==> src/rtl/mc_ctrl_pkg.sv <==
// mc_ctrl_pkg: shared definitions for the multi-cycle control sequencer.
//  - opcode encodings of the 4-bit-opcode ISA (instr[15:12])
//  - sequencer state encoding
//  - small decode helpers used by the control FSM
package mc_ctrl_pkg;

  localparam logic [3:0] OP_RARITH = 4'b0000;
  localparam logic [3:0] OP_IARITH = 4'b1000;
  localparam logic [3:0] OP_RLOGIC = 4'b0010;
  localparam logic [3:0] OP_ILOGIC = 4'b1010;
  localparam logic [3:0] OP_LOAD   = 4'b1001;
  localparam logic [3:0] OP_STORE  = 4'b0101;
  localparam logic [3:0] OP_BRANCH = 4'b0110;
  localparam logic [3:0] OP_JAL    = 4'b1011;

  typedef enum logic [2:0] {
    IDLE   = 3'd0,
    FETCH  = 3'd1,
    DECODE = 3'd2,
    EXEC   = 3'd3,
    MEM    = 3'd4,
    WB     = 3'd5,
    ERR    = 3'd6
  } state_t;

  // True for every opcode the sequencer knows how to execute.
  function automatic logic is_legal(input logic [3:0] op);
    case (op)
      OP_RARITH, OP_IARITH, OP_RLOGIC, OP_ILOGIC,
      OP_LOAD, OP_STORE, OP_BRANCH, OP_JAL: is_legal = 1'b1;
      default:                              is_legal = 1'b0;
    endcase
  endfunction

  // True when the ALU second operand comes from the immediate field.
  function automatic logic uses_imm(input logic [3:0] op);
    case (op)
      OP_IARITH, OP_ILOGIC, OP_LOAD, OP_STORE, OP_JAL: uses_imm = 1'b1;
      default:                                         uses_imm = 1'b0;
    endcase
  endfunction

endpackage

==> src/rtl/multicycle_ctrl_fsm_mem_wait_timer.sv <==
// mem_wait_timer: counts un-acknowledged memory request cycles.
//  clk, rst  : clock, synchronous active-high reset
//  clear     : zero the count (asserted in the cycle a request state is entered)
//  count     : this cycle is a request cycle without ack
//  limit     : number of un-acked cycles that constitutes a timeout
//  expired   : this un-acked cycle is the limit-th one
module mem_wait_timer #(
  parameter int TO_W = 4
) (
  input  logic            clk,
  input  logic            rst,
  input  logic            clear,
  input  logic            count,
  input  logic [TO_W-1:0] limit,
  output logic            expired
);

  localparam logic [TO_W-1:0] ONE = TO_W'(1);

  logic [TO_W-1:0] cnt_r;

  // Wait-cycle counter.
  always_ff @(posedge clk) begin
    if (rst) begin
      cnt_r <= '0;
    end else if (clear) begin
      cnt_r <= '0;
    end else if (count) begin
      cnt_r <= cnt_r + ONE;
    end else begin
      cnt_r <= cnt_r;
    end
  end

  // cnt_r holds the number of earlier un-acked cycles, so the limit-th one
  // is seen while cnt_r == limit-1; an ack in that cycle suppresses count.
  always_comb begin
    expired = count && (cnt_r == (limit - ONE));
  end

endmodule

==> src/rtl/multicycle_ctrl_fsm.sv <==
// multicycle_ctrl_fsm: FETCH/DECODE/EXEC/MEM/WB sequencer for the 4-bit-opcode
// ISA with a single shared memory port and a req/ack handshake timeout.
// Optional feature macro: MC_ILLEGAL_TRAP_EN (illegal opcode traps to ERR and
// raises the extra 'trap' output; otherwise illegal opcodes execute as NOP).
//  Inputs : clk, rst (sync, active high), run, opcode[3:0], mem_ack
//  Outputs: mem_req, mem_we, mem_addr_sel, ir_write, pc_write, pc_write_cond,
//           alu_src, mem_to_reg, reg_write, jump, instr_done, busy, bus_err
//           [, trap]
module multicycle_ctrl_fsm
  import mc_ctrl_pkg::*;
#(
  parameter int MEM_TIMEOUT = 15,
  parameter int TO_W        = 4
) (
  input  logic       clk,
  input  logic       rst,
  input  logic       run,
  input  logic [3:0] opcode,
  input  logic       mem_ack,
  output logic       mem_req,
  output logic       mem_we,
  output logic       mem_addr_sel,
  output logic       ir_write,
  output logic       pc_write,
  output logic       pc_write_cond,
  output logic       alu_src,
  output logic       mem_to_reg,
  output logic       reg_write,
  output logic       jump,
  output logic       instr_done,
  output logic       busy,
  output logic       bus_err
`ifdef MC_ILLEGAL_TRAP_EN
  ,
  output logic       trap
`endif
);

  state_t     state_r, state_nxt;
  logic [3:0] opcode_r;
  logic       bus_err_r;
  logic       set_bus_err_s;
  logic       done_s;
  logic       ack_s;
  logic       timer_clear_s;
  logic       timer_count_s;
  logic       expired_s;
`ifdef MC_ILLEGAL_TRAP_EN
  logic       trap_r;
  logic       set_trap_s;
`endif

  // An ack arriving together with reset must not advance anything.
  assign ack_s = mem_ack & ~rst;

  mem_wait_timer #(.TO_W(TO_W)) u_timer (
    .clk     (clk),
    .rst     (rst),
    .clear   (timer_clear_s),
    .count   (timer_count_s),
    .limit   (TO_W'(MEM_TIMEOUT)),
    .expired (expired_s)
  );

  // State, latched opcode and sticky error flags.
  always_ff @(posedge clk) begin
    if (rst) begin
      state_r   <= IDLE;
      opcode_r  <= 4'b0000;
      bus_err_r <= 1'b0;
`ifdef MC_ILLEGAL_TRAP_EN
      trap_r    <= 1'b0;
`endif
    end else begin
      state_r   <= state_nxt;
      opcode_r  <= (state_r == DECODE) ? opcode : opcode_r;
      bus_err_r <= bus_err_r | set_bus_err_s;
`ifdef MC_ILLEGAL_TRAP_EN
      trap_r    <= trap_r | set_trap_s;
`endif
    end
  end

  // Next-state and datapath-enable decode.
  always_comb begin
    state_nxt     = state_r;
    mem_req       = 1'b0;
    mem_we        = 1'b0;
    mem_addr_sel  = 1'b0;
    ir_write      = 1'b0;
    pc_write      = 1'b0;
    pc_write_cond = 1'b0;
    alu_src       = 1'b0;
    mem_to_reg    = 1'b0;
    reg_write     = 1'b0;
    jump          = 1'b0;
    instr_done    = 1'b0;
    done_s        = 1'b0;
    set_bus_err_s = 1'b0;
`ifdef MC_ILLEGAL_TRAP_EN
    set_trap_s    = 1'b0;
`endif
    case (state_r)
      IDLE: begin
        if (run) state_nxt = FETCH;
        else     state_nxt = IDLE;
      end
      FETCH: begin
        mem_req = 1'b1;
        if (ack_s) begin
          ir_write  = 1'b1;
          pc_write  = 1'b1;
          state_nxt = DECODE;
        end else if (expired_s) begin
          set_bus_err_s = 1'b1;
          state_nxt     = ERR;
        end else begin
          state_nxt = FETCH;
        end
      end
      DECODE: begin
        if (is_legal(opcode)) begin
          state_nxt = EXEC;
        end else begin
`ifdef MC_ILLEGAL_TRAP_EN
          set_trap_s = 1'b1;
          state_nxt  = ERR;
`else
          done_s = 1'b1;
`endif
        end
      end
      EXEC: begin
        alu_src = uses_imm(opcode_r);
        if (opcode_r == OP_BRANCH) begin
          pc_write_cond = 1'b1;
          done_s        = 1'b1;
        end else if ((opcode_r == OP_LOAD) || (opcode_r == OP_STORE)) begin
          state_nxt = MEM;
        end else begin
          state_nxt = WB;
        end
      end
      MEM: begin
        mem_req      = 1'b1;
        mem_addr_sel = 1'b1;
        mem_we       = (opcode_r == OP_STORE);
        if (ack_s) begin
          if (opcode_r == OP_STORE) done_s = 1'b1;
          else                      state_nxt = WB;
        end else if (expired_s) begin
          set_bus_err_s = 1'b1;
          state_nxt     = ERR;
        end else begin
          state_nxt = MEM;
        end
      end
      WB: begin
        reg_write  = 1'b1;
        mem_to_reg = (opcode_r == OP_LOAD);
        if (opcode_r == OP_JAL) begin
          jump     = 1'b1;
          pc_write = 1'b1;
        end else begin
          jump     = 1'b0;
        end
        done_s = 1'b1;
      end
      ERR: begin
        state_nxt = ERR;
      end
      default: begin
        state_nxt = IDLE;
      end
    endcase

    // Instruction boundary: run decides whether to keep issuing.
    if (done_s) begin
      instr_done = 1'b1;
      state_nxt  = run ? FETCH : IDLE;
    end else begin
      instr_done = 1'b0;
    end
  end

  // Timer bookkeeping: zero on entry to a request state, count un-acked cycles.
  always_comb begin
    timer_clear_s = ((state_nxt == FETCH) || (state_nxt == MEM)) && (state_nxt != state_r);
    timer_count_s = ((state_r == FETCH) || (state_r == MEM)) && !ack_s;
  end

  assign busy    = (state_r != IDLE);
  assign bus_err = bus_err_r;
`ifdef MC_ILLEGAL_TRAP_EN
  assign trap    = trap_r;
`endif

endmodule
==> config.mk <==
export PLATFORM = sky130hd
export DESIGN_NAME = multicycle_ctrl_fsm
export DESIGN_NICKNAME = d
export VERILOG_FILES = /design/src/rtl/mc_ctrl_pkg.sv /design/src/rtl/multicycle_ctrl_fsm_mem_wait_timer.sv /design/src/rtl/multicycle_ctrl_fsm.sv
export SDC_FILE = /design/constraint.sdc
export NUM_CORES = 1
export LEC_CHECK = 0
export BUFFER_PORTS_ARGS = -buffer_cell sky130_fd_sc_hd__buf_2
export CELL_PAD_IN_SITES_DETAIL_PLACEMENT = 0
export CELL_PAD_IN_SITES_GLOBAL_PLACEMENT = 1
export CORE_ASPECT_RATIO = 1.5
export CORE_MARGIN = 3
export CORE_UTILIZATION = 39
export CTS_CLUSTER_SIZE = 20
export DETAILED_ROUTE_END_ITERATION = 8
export PLACE_DENSITY_LB_ADDON = 0.1
export SLEW_MARGIN = 15
export SYNTH_ARGS = -nofsm -noshare
export SYNTH_HDL_FRONTEND = slang
export SYNTH_HIERARCHICAL = 1
export SYNTH_SLANG_ARGS = --single-unit
==> constraint.sdc <==
create_clock -name clk -period 3.91 [get_ports clk]
set_input_delay 0.391 -clock clk [delete_from_list [all_inputs] [get_ports clk]]
set_output_delay 0.391 -clock clk [all_outputs]
set_load 0.02 [all_outputs]
# After elaboration in Yosys (flattened, before gate mapping)
# Memories as Yosys holds them, arrays and structs flattened.
# Cells that the tools add are included.
[word_totals]
register_bits = 12
memories = 1
rom_bits = 16
[classes]
n_bitwise = 3
n_eq_ne = 16
n_reduce_logical = 12
add_sub_neg = 1
muxes = 34
[memory_table]
columns = ["name", "depth", "width", "read_ports", "rd_ports_with_merged_regs", "wr", "line", "text"]
rows = [
  ["(name not given)", 16, 1, 1, 0, 0, "mc_ctrl_pkg.sv:28", "case (op)"],
]
[ops]
columns = ["operator", "n"]
rows = [
  ["$mux 1", 23],
  ["$mux 3", 7],
  ["$pmux 3 s7", 1],
  ["$eq 4x4->1 const B", 5],
  ["$eq 3x3->1 const B", 4],
  ["$eq 4x3->1 const B", 2],
  ["$eq 3x1->1 const B", 2],
  ["$eq 3x2->1 const B", 2],
  ["$reduce_or 5->1", 1],
  ["$add 4x1->4 const B", 1],
  ["$pmux 1 s4", 1],
  ["$reduce_or 2->1", 2],
  ["$logic_and 1x1->1", 3],
  ["$logic_not 3->1", 1],
  ["$logic_or 1x1->1", 3],
  ["$ne 3x3->1", 1],
  ["$reduce_bool 3->1", 1],
  ["$mux 2", 1],
  ["$pmux 1 s2", 1],
  ["$and 1x1->1", 1],
  ["$logic_not 1->1", 1],
  ["$not 1->1", 1],
  ["$or 1x1->1", 1],
]

# Longest topological paths before layout
[logic_depth]
ltp_word = 13
depth_mapped = 12

# Modules after synthesis
# The synthesis kept the hierarchy.
[by_module_without_submodules]
columns = ["mod", "area_each_um2", "seq_area_each_um2", "n_inst", "cells_per_inst"]
rows = [
  ["multicycle_ctrl_fsm", 679.4, 160.2, 1, 87],
  ["mem_wait_timer", 262.8, 80.1, 1, 26],
]

# Least setup slack after synthesis
# Ideal clock, no wire load.
[synth_timing]
path_kind = "input to register"
from = "input rst"
to = "register u_timer.cnt_r[0]"
t_arrival_ns = 2.641
setup_time_ns = 0.078
path_slack_ns = 1.191
n_path_buf = 1
required_time_ns = 3.832
stages = 12
cell_sequence = "clkbuf_1 nor2b_1 nor3_1 o211ai_1 a2111oi_2 inv_1 a21oi_1 o211ai_1 nand4_1 a21oi_1 a211o_1 nor3_1"
[synth_between]
elab_chain_cells = 13
word_cells_on_any_way = 19
cone_classes = "3 x eq/ne; 8 x mux; 2 x bitwise; 6 x reduce/logical"
[synth_lines]
columns = ["element", "line", "text"]
rows = [
  ["start: declaration", "multicycle_ctrl_fsm.sv:16", "input logic rst,"],
  ["$not 1->1 (*)", "multicycle_ctrl_fsm.sv:54", "assign ack_s = mem_ack & ~rst;"],
  ["$and 1x1->1 (*)", "multicycle_ctrl_fsm.sv:54", ""],
  ["$logic_not 1->1 (*)", "multicycle_ctrl_fsm.sv:189", "timer_count_s = ((state_r == FETCH) || (state_r == MEM)) && !ack_s;"],
  ["$logic_and 1x1->1 (*)", "multicycle_ctrl_fsm.sv:189", ""],
  ["net timer_count_s", "multicycle_ctrl_fsm.sv:46", "logic timer_count_s;"],
  ["$logic_and 1x1->1 (*)", "multicycle_ctrl_fsm_mem_wait_timer.sv:38", "expired = count && (cnt_r == (limit - ONE));"],
  ["net expired_s", "multicycle_ctrl_fsm.sv:47", "logic expired_s;"],
  ["$mux 3 or $mux 2 (tied branches)", "multicycle_ctrl_fsm.sv:114, multicycle_ctrl_fsm.sv:151", ""],
  ["$mux 3 (on tied branches)", "multicycle_ctrl_fsm.sv:110, multicycle_ctrl_fsm.sv:148", ""],
  ["$pmux 3 s7 (*)", "multicycle_ctrl_fsm.sv:103", "case (state_r)"],
  ["$mux 3 (*)", "multicycle_ctrl_fsm.sv:178", "if (done_s) begin"],
  ["$eq 3x1->1 or $eq 3x3->1 (tied branches)", "multicycle_ctrl_fsm.sv:188", "timer_clear_s = ((state_nxt == FETCH) || (state_nxt == MEM)) && (state_nxt != state_r);"],
  ["$logic_or 1x1->1", "multicycle_ctrl_fsm.sv:188", ""],
  ["$logic_and 1x1->1 (*)", "multicycle_ctrl_fsm.sv:188", ""],
  ["net timer_clear_s", "multicycle_ctrl_fsm.sv:45", "logic timer_clear_s;"],
  ["$reduce_or 2->1 (no source line) (*)", "--", ""],
  ["end signal: assignment", "multicycle_ctrl_fsm_mem_wait_timer.sv:29", "cnt_r <= cnt_r + ONE;"],
  ["end signal: assignment", "multicycle_ctrl_fsm_mem_wait_timer.sv:31", "cnt_r <= cnt_r;"],
  ["end: declaration", "multicycle_ctrl_fsm_mem_wait_timer.sv:20", "logic [TO_W-1:0] cnt_r;"],
]
# Mark *: on every way through the listed nets, which the timed path passes. The rest lies on a longest branch.
# A chain may end at the register's enable or synchronous reset.

# Final worst setup path
[layout_timing]
from = "register state_r[1]"
to = "register u_timer.cnt_r[3]"
[layout_between]
elab_chain_cells = 12
word_cells_on_any_way = 26
cone_classes = "9 x eq/ne; 10 x mux; 7 x reduce/logical"
[layout_lines]
columns = ["element", "line", "text"]
rows = [
  ["start: declaration", "multicycle_ctrl_fsm.sv:39", "state_t state_r, state_nxt;"],
  ["start signal: assignment", "multicycle_ctrl_fsm.sv:75", "state_r <= state_nxt;"],
  ["$eq 3x1->1 or $eq 3x3->1 (tied branches)", "multicycle_ctrl_fsm.sv:189", ""],
  ["$logic_or 1x1->1 (*)", "multicycle_ctrl_fsm.sv:189", ""],
  ["$logic_and 1x1->1 (*)", "multicycle_ctrl_fsm.sv:189", ""],
  ["net timer_count_s", "multicycle_ctrl_fsm.sv:46", ""],
  ["$logic_and 1x1->1 (*)", "multicycle_ctrl_fsm_mem_wait_timer.sv:38", ""],
  ["net expired_s", "multicycle_ctrl_fsm.sv:47", ""],
  ["$mux 3 or $mux 2 (tied branches)", "multicycle_ctrl_fsm.sv:114, multicycle_ctrl_fsm.sv:151", ""],
  ["$mux 3 (on tied branches)", "multicycle_ctrl_fsm.sv:110, multicycle_ctrl_fsm.sv:148", ""],
  ["$pmux 3 s7 (*)", "multicycle_ctrl_fsm.sv:103", ""],
  ["$mux 3 (*)", "multicycle_ctrl_fsm.sv:178", ""],
  ["$eq 3x1->1 or $eq 3x3->1 (tied branches)", "multicycle_ctrl_fsm.sv:188", ""],
  ["$logic_or 1x1->1", "multicycle_ctrl_fsm.sv:188", ""],
  ["$logic_and 1x1->1 (*)", "multicycle_ctrl_fsm.sv:188", ""],
  ["net timer_clear_s", "multicycle_ctrl_fsm.sv:45", ""],
  ["$reduce_or 2->1 (no source line) (*)", "--", ""],
]
# Marked as above.

==> results_tabular.tex <==
\begin{tabular}{lr}
\hline
Metric & Value \\
\hline
\multicolumn{2}{l}{\textbf{Floorplanning}} \\
\quad Die Area & 0.003054 mm² \\
\quad Number of rows created at floorplan & 21 \\
\quad Effective utilization at floorplan & 0.4169 \\
\quad Die height & 66.20 µm \\
\quad Die boundary width & 46.13 µm \\
\quad I/O pin cnt & 21 \\
\quad Placeable core region & 0.002260 mm² \\
\multicolumn{2}{l}{\textbf{Setup path}} \\
\quad Startpoint type of the worst setup path & flip-flop \\
\quad CP Cell Sequence & nor3\_1 > o211ai\_1 > a2111oi\_2 > inv\_1 > a21oi\_1 > o211ai\_1 > nand4\_1 > a21oi\_1 > a211o\_1 > nor3\_1 \\
\quad Worst-path fanout max & 15 \\
\quad Category of the worst setup path capture point & flip-flop \\
\quad Terminus of the critical flop-to-flop path & u\_timer/cnt\_r[3] \\
\quad Reg2reg start & state\_r[1] \\
\quad Setup slack of the worst register-to-register path & 1.13 ns \\
\quad Category of the critical setup timing path & flip-flop to flip-flop \\
\quad Required time at the endpoint of the critical path & 4.09 ns \\
\quad Worst Path Arrival & 2.96 ns \\
\quad Slowest cell on crit path & sky130\_fd\_sc\_hd\_\_nor3\_1 \\
\quad Longest individual stage delay on the worst path & 0.59 ns \\
\quad Cell depth of the worst flop-to-flop path & 10 \\
\multicolumn{2}{l}{\textbf{Clocking}} \\
\quad Clock latency of the later-clocked register in the worst-skew pair & 0.26 ns \\
\quad Count of hold buffers inserted by post-cts repair & 0 \\
\quad Clock-pin slew of the registers on the worst-case setup and hold paths & 0.07 ns \\
\quad TritonCTS Sinks & 12 \\
\quad CTS tree & built \\
\quad Post-CTS repair timing setup buffer count & 0 \\
\quad Clock tree root buffer cell & sky130\_fd\_sc\_hd\_\_clkbuf\_4 \\
\quad Maximum root-to-sink buffer count & 2 \\
\quad CTS buffer count & 3 \\
\quad CTS-repair resized insts & 0 \\
\quad Number of levels in the clock H-tree & 1 \\
\multicolumn{2}{l}{\textbf{Synthesis}} \\
\quad Sequential-to-total area share from yosys stat & 0.2550 \\
\quad Count of synthesis-stage warnings from yosys & 6 \\
\quad Cell Area, Synth & 942.2 µm² \\
\quad Synth top area cells & sky130\_fd\_sc\_hd\_\_dfxtp\_1, sky130\_fd\_sc\_hd\_\_xnor2\_1, sky130\_fd\_sc\_hd\_\_mux2i\_1 \\
\quad Post-synth cell types & 42 \\
\quad EDFF count, synth & 0 \\
\quad Top cell type's share of synthesized area & 0.2550 \\
\quad Post-synthesis average cell area & 8.338 µm² \\
\quad Commonest register cell after synthesis & sky130\_fd\_sc\_hd\_\_dfxtp\_1 \\
\quad Largest area contributor in the netlist & sky130\_fd\_sc\_hd\_\_dfxtp\_1 \\
\quad Async set-reset flop share out of synthesis & 0 \\
\quad Yosys reg bits & 12 \\
\quad Cell count after synthesis & 113 \\
\multicolumn{2}{l}{\textbf{Placement}} \\
\quad Placer's final routability congestion estimate & 0.8184 \\
\quad Area after detailed placement & 0.001094 mm² \\
\quad Post-Place Worst Slack & 0.8582 ns \\
\quad IO buf count & 20 \\
\quad Sum of net half-perimeters after detailed placement & 1.671 mm \\
\multicolumn{2}{l}{\textbf{Global route}} \\
\quad Largest net degree at the start of global routing & 16 \\
\quad Number of antenna violations at the first check in global routing & 0 \\
\quad Global routing usage summed across all routing layers & 0.1585 \\
\quad Most Used Layer, Global Route & met2 \\
\quad First-pass GRT wire length & 3.574 mm \\
\quad Vias in the first global route & 807 \\
\quad Overflow left after global routing & 0 \\
\quad Met2 track demand over resource & 0.2603 \\
\quad Grt met1 use & 0.1977 \\
\quad Met3 Usage GRT & 0.01635 \\
\multicolumn{2}{l}{\textbf{Detailed routing}} \\
\quad Post-detailed-route DRC marker count & 0 \\
\quad Total number of vias & 860 \\
\quad Ratio of routed vias to standard cells & 5.212 \\
\quad Average wire per cell in the routed design & 12.32 µm \\
\quad Wirelength, routed & 2.033 mm \\
\quad Pre-Repair DR Iteration Count & 4 \\
\quad Initial DRC count & 8 \\
\quad Antenna Nets Post-Route & 0 \\
\multicolumn{2}{l}{\textbf{STA}} \\
\quad Total Negative Setup Slacks & 0 ns \\
\quad Number of pins exceeding their max-slew limit in the final report & 0 \\
\quad Final Hold Viols & 0 \\
\quad Unrepaired setup endpoints after global routing & false \\
\quad Final Cycle Share & 0.7102 \\
\quad Final Worst Setup Slack & 1.133 ns \\
\quad Rel. slew slack & 0.5884 \\
\quad Transition time of the tightest slew-check pin & 0.6126 ns \\
\quad Min Tclk post-route & 2.777 ns \\
\quad Clock Skew & 0.0007467 ns \\
\quad Setup violation total in the final timing report & 0 \\
\quad Fmax & 360.1 MHz \\
\multicolumn{2}{l}{\textbf{Run}} \\
\quad Maxcap violations & 0 \\
\multicolumn{2}{l}{\textbf{Cells and area}} \\
\quad Nets@finish & 153 \\
\quad Signed area change from the synthesized netlist to the final layout & 19.92\% \\
\quad Antenna Cells & 0 \\
\quad Final design instance area without fill & 0.001130 mm² \\
\quad Share of layout cells above drive strength 1 & 0.2606 \\
\multicolumn{2}{l}{\textbf{Min path}} \\
\quad Worst min-delay path startpoint & opcode[3] \\
\quad WHS Endpoint & opcode\_r[3] \\
\quad Worst hold path cell count & 3 \\
\quad Class of the tightest hold or removal check & input port to flip-flop \\
\multicolumn{2}{l}{\textbf{Pwr}} \\
\quad Static Leakage & 0.0005037 µW \\
\quad Ratio of total power to cell area & 292.2 mW/mm² \\
\quad Maximum vdd ir drop & 171.8 µV \\
\multicolumn{2}{l}{\textbf{Run status}} \\
\quad Result of the run & finished, final reports clean \\
\hline
\end{tabular}
## layout make-up
type                       count  area [µm²]
fill                         225        1130
multi-input combinational    100       694.4
sequential                    12       240.2
timing repair buffer          22       115.1
clock buffer                   4       36.28
tap                           23       28.78
inverter                       4       15.01
## registers in the layout (all words and copies together), names as in the netlist
register and count:
state_r 3, bus_err 1, u_timer/cnt_r 4, opcode_r 4
## synth_stat cells (all sizes together), types with 2 or more instances
library cell and count:
a2111oi 2, a21oi 7, and2 3, clkbuf 3, dfxtp 12, ha 2, inv 4, mux2i 5
nand2 5, nand2b 4, nand3 3, nand4 2, nor2 11, nor2b 6, nor3 8, nor3b 3
o211ai 2, o21ai 4, o21bai 2, xnor2 7, xor2 3
## per-stage QoR
step	util	power [µW]	hold WS (ns)	std cells
3_3_place_gp	0.4839	237.7	0.4928	161
4_1_cts	0.5000	336.1	0.3765	165
6_report	0.5000	330.2	0.3860	165
5_1_grt	0.5000	356.8	0.3780	165
2_1_floorplan	-	212.8	0.4677	120
3_5_place_dp	0.4839	238.1	0.4920	161
## cells in the final DEF (no fill, tap or decap), types with 5 or more instances in the layout
master / count
sky130_fd_sc_hd__a21oi_1: 7
sky130_fd_sc_hd__buf_2: 20
sky130_fd_sc_hd__conb_1: 8
sky130_fd_sc_hd__dfxtp_1: 12
sky130_fd_sc_hd__mux2i_1: 5
sky130_fd_sc_hd__nand2_1: 5
sky130_fd_sc_hd__nor2_1: 11
sky130_fd_sc_hd__nor2b_1: 6
sky130_fd_sc_hd__nor3_1: 7
sky130_fd_sc_hd__xnor2_1: 6
## critical path: cells and delay by family (launching register included)
family / cells / cell delay [ns]
flip-flops: 1 / 0.47
buffers and inverters: 1 / 0.12
AO/OA/AOI/OAI: 6 / 1.18
AND/OR/NAND/NOR: 3 / 0.93
## how the worst max path moves through the flow
stage,start,endpoint,slack [ns],cells past startpoint
after floorplan,rst,u_timer/cnt_r[0],1.19,12
after global placement,rst,u_timer/cnt_r[1],0.99,12
after detailed placement,rst,u_timer/cnt_r[2],0.86,12
after CTS,state_r[1],u_timer/cnt_r[2],1.10,10
after global routing,state_r[1],u_timer/cnt_r[3],0.86,10
final,state_r[1],u_timer/cnt_r[3],1.13,10
## kinds of logic (layout without fill, tap and decap cells)
family	count (synthesis)	after routing	share of synthesized area
compound gates	22	22	0.1726
xor+xnor	10	10	0.1009
fa+ha+maj	2	2	0.02656
buf+inv	8	30	0.03585
flops	12	12	0.2550
mux	5	5	0.05312
other cells	1	8	0.003980
simple gates	53	53	0.3519
## power breakdown
part           total [µW]  switching [µW]  internal (µW)  leakage [µW]
clock network        95.5            39.0           56.5     0.0000210
logic                97.2            54.8           42.5      0.000385
registers             137            9.31            128     0.0000973
total                 330             103            227      0.000504
## per-layer routing
layer	vias to the layer above	wire, µm
met1	385	849
met2	20	1082
li1	453	-
met4	0	16
met5	-	0
met3	2	86
Power figures use the tool's default switching activity.
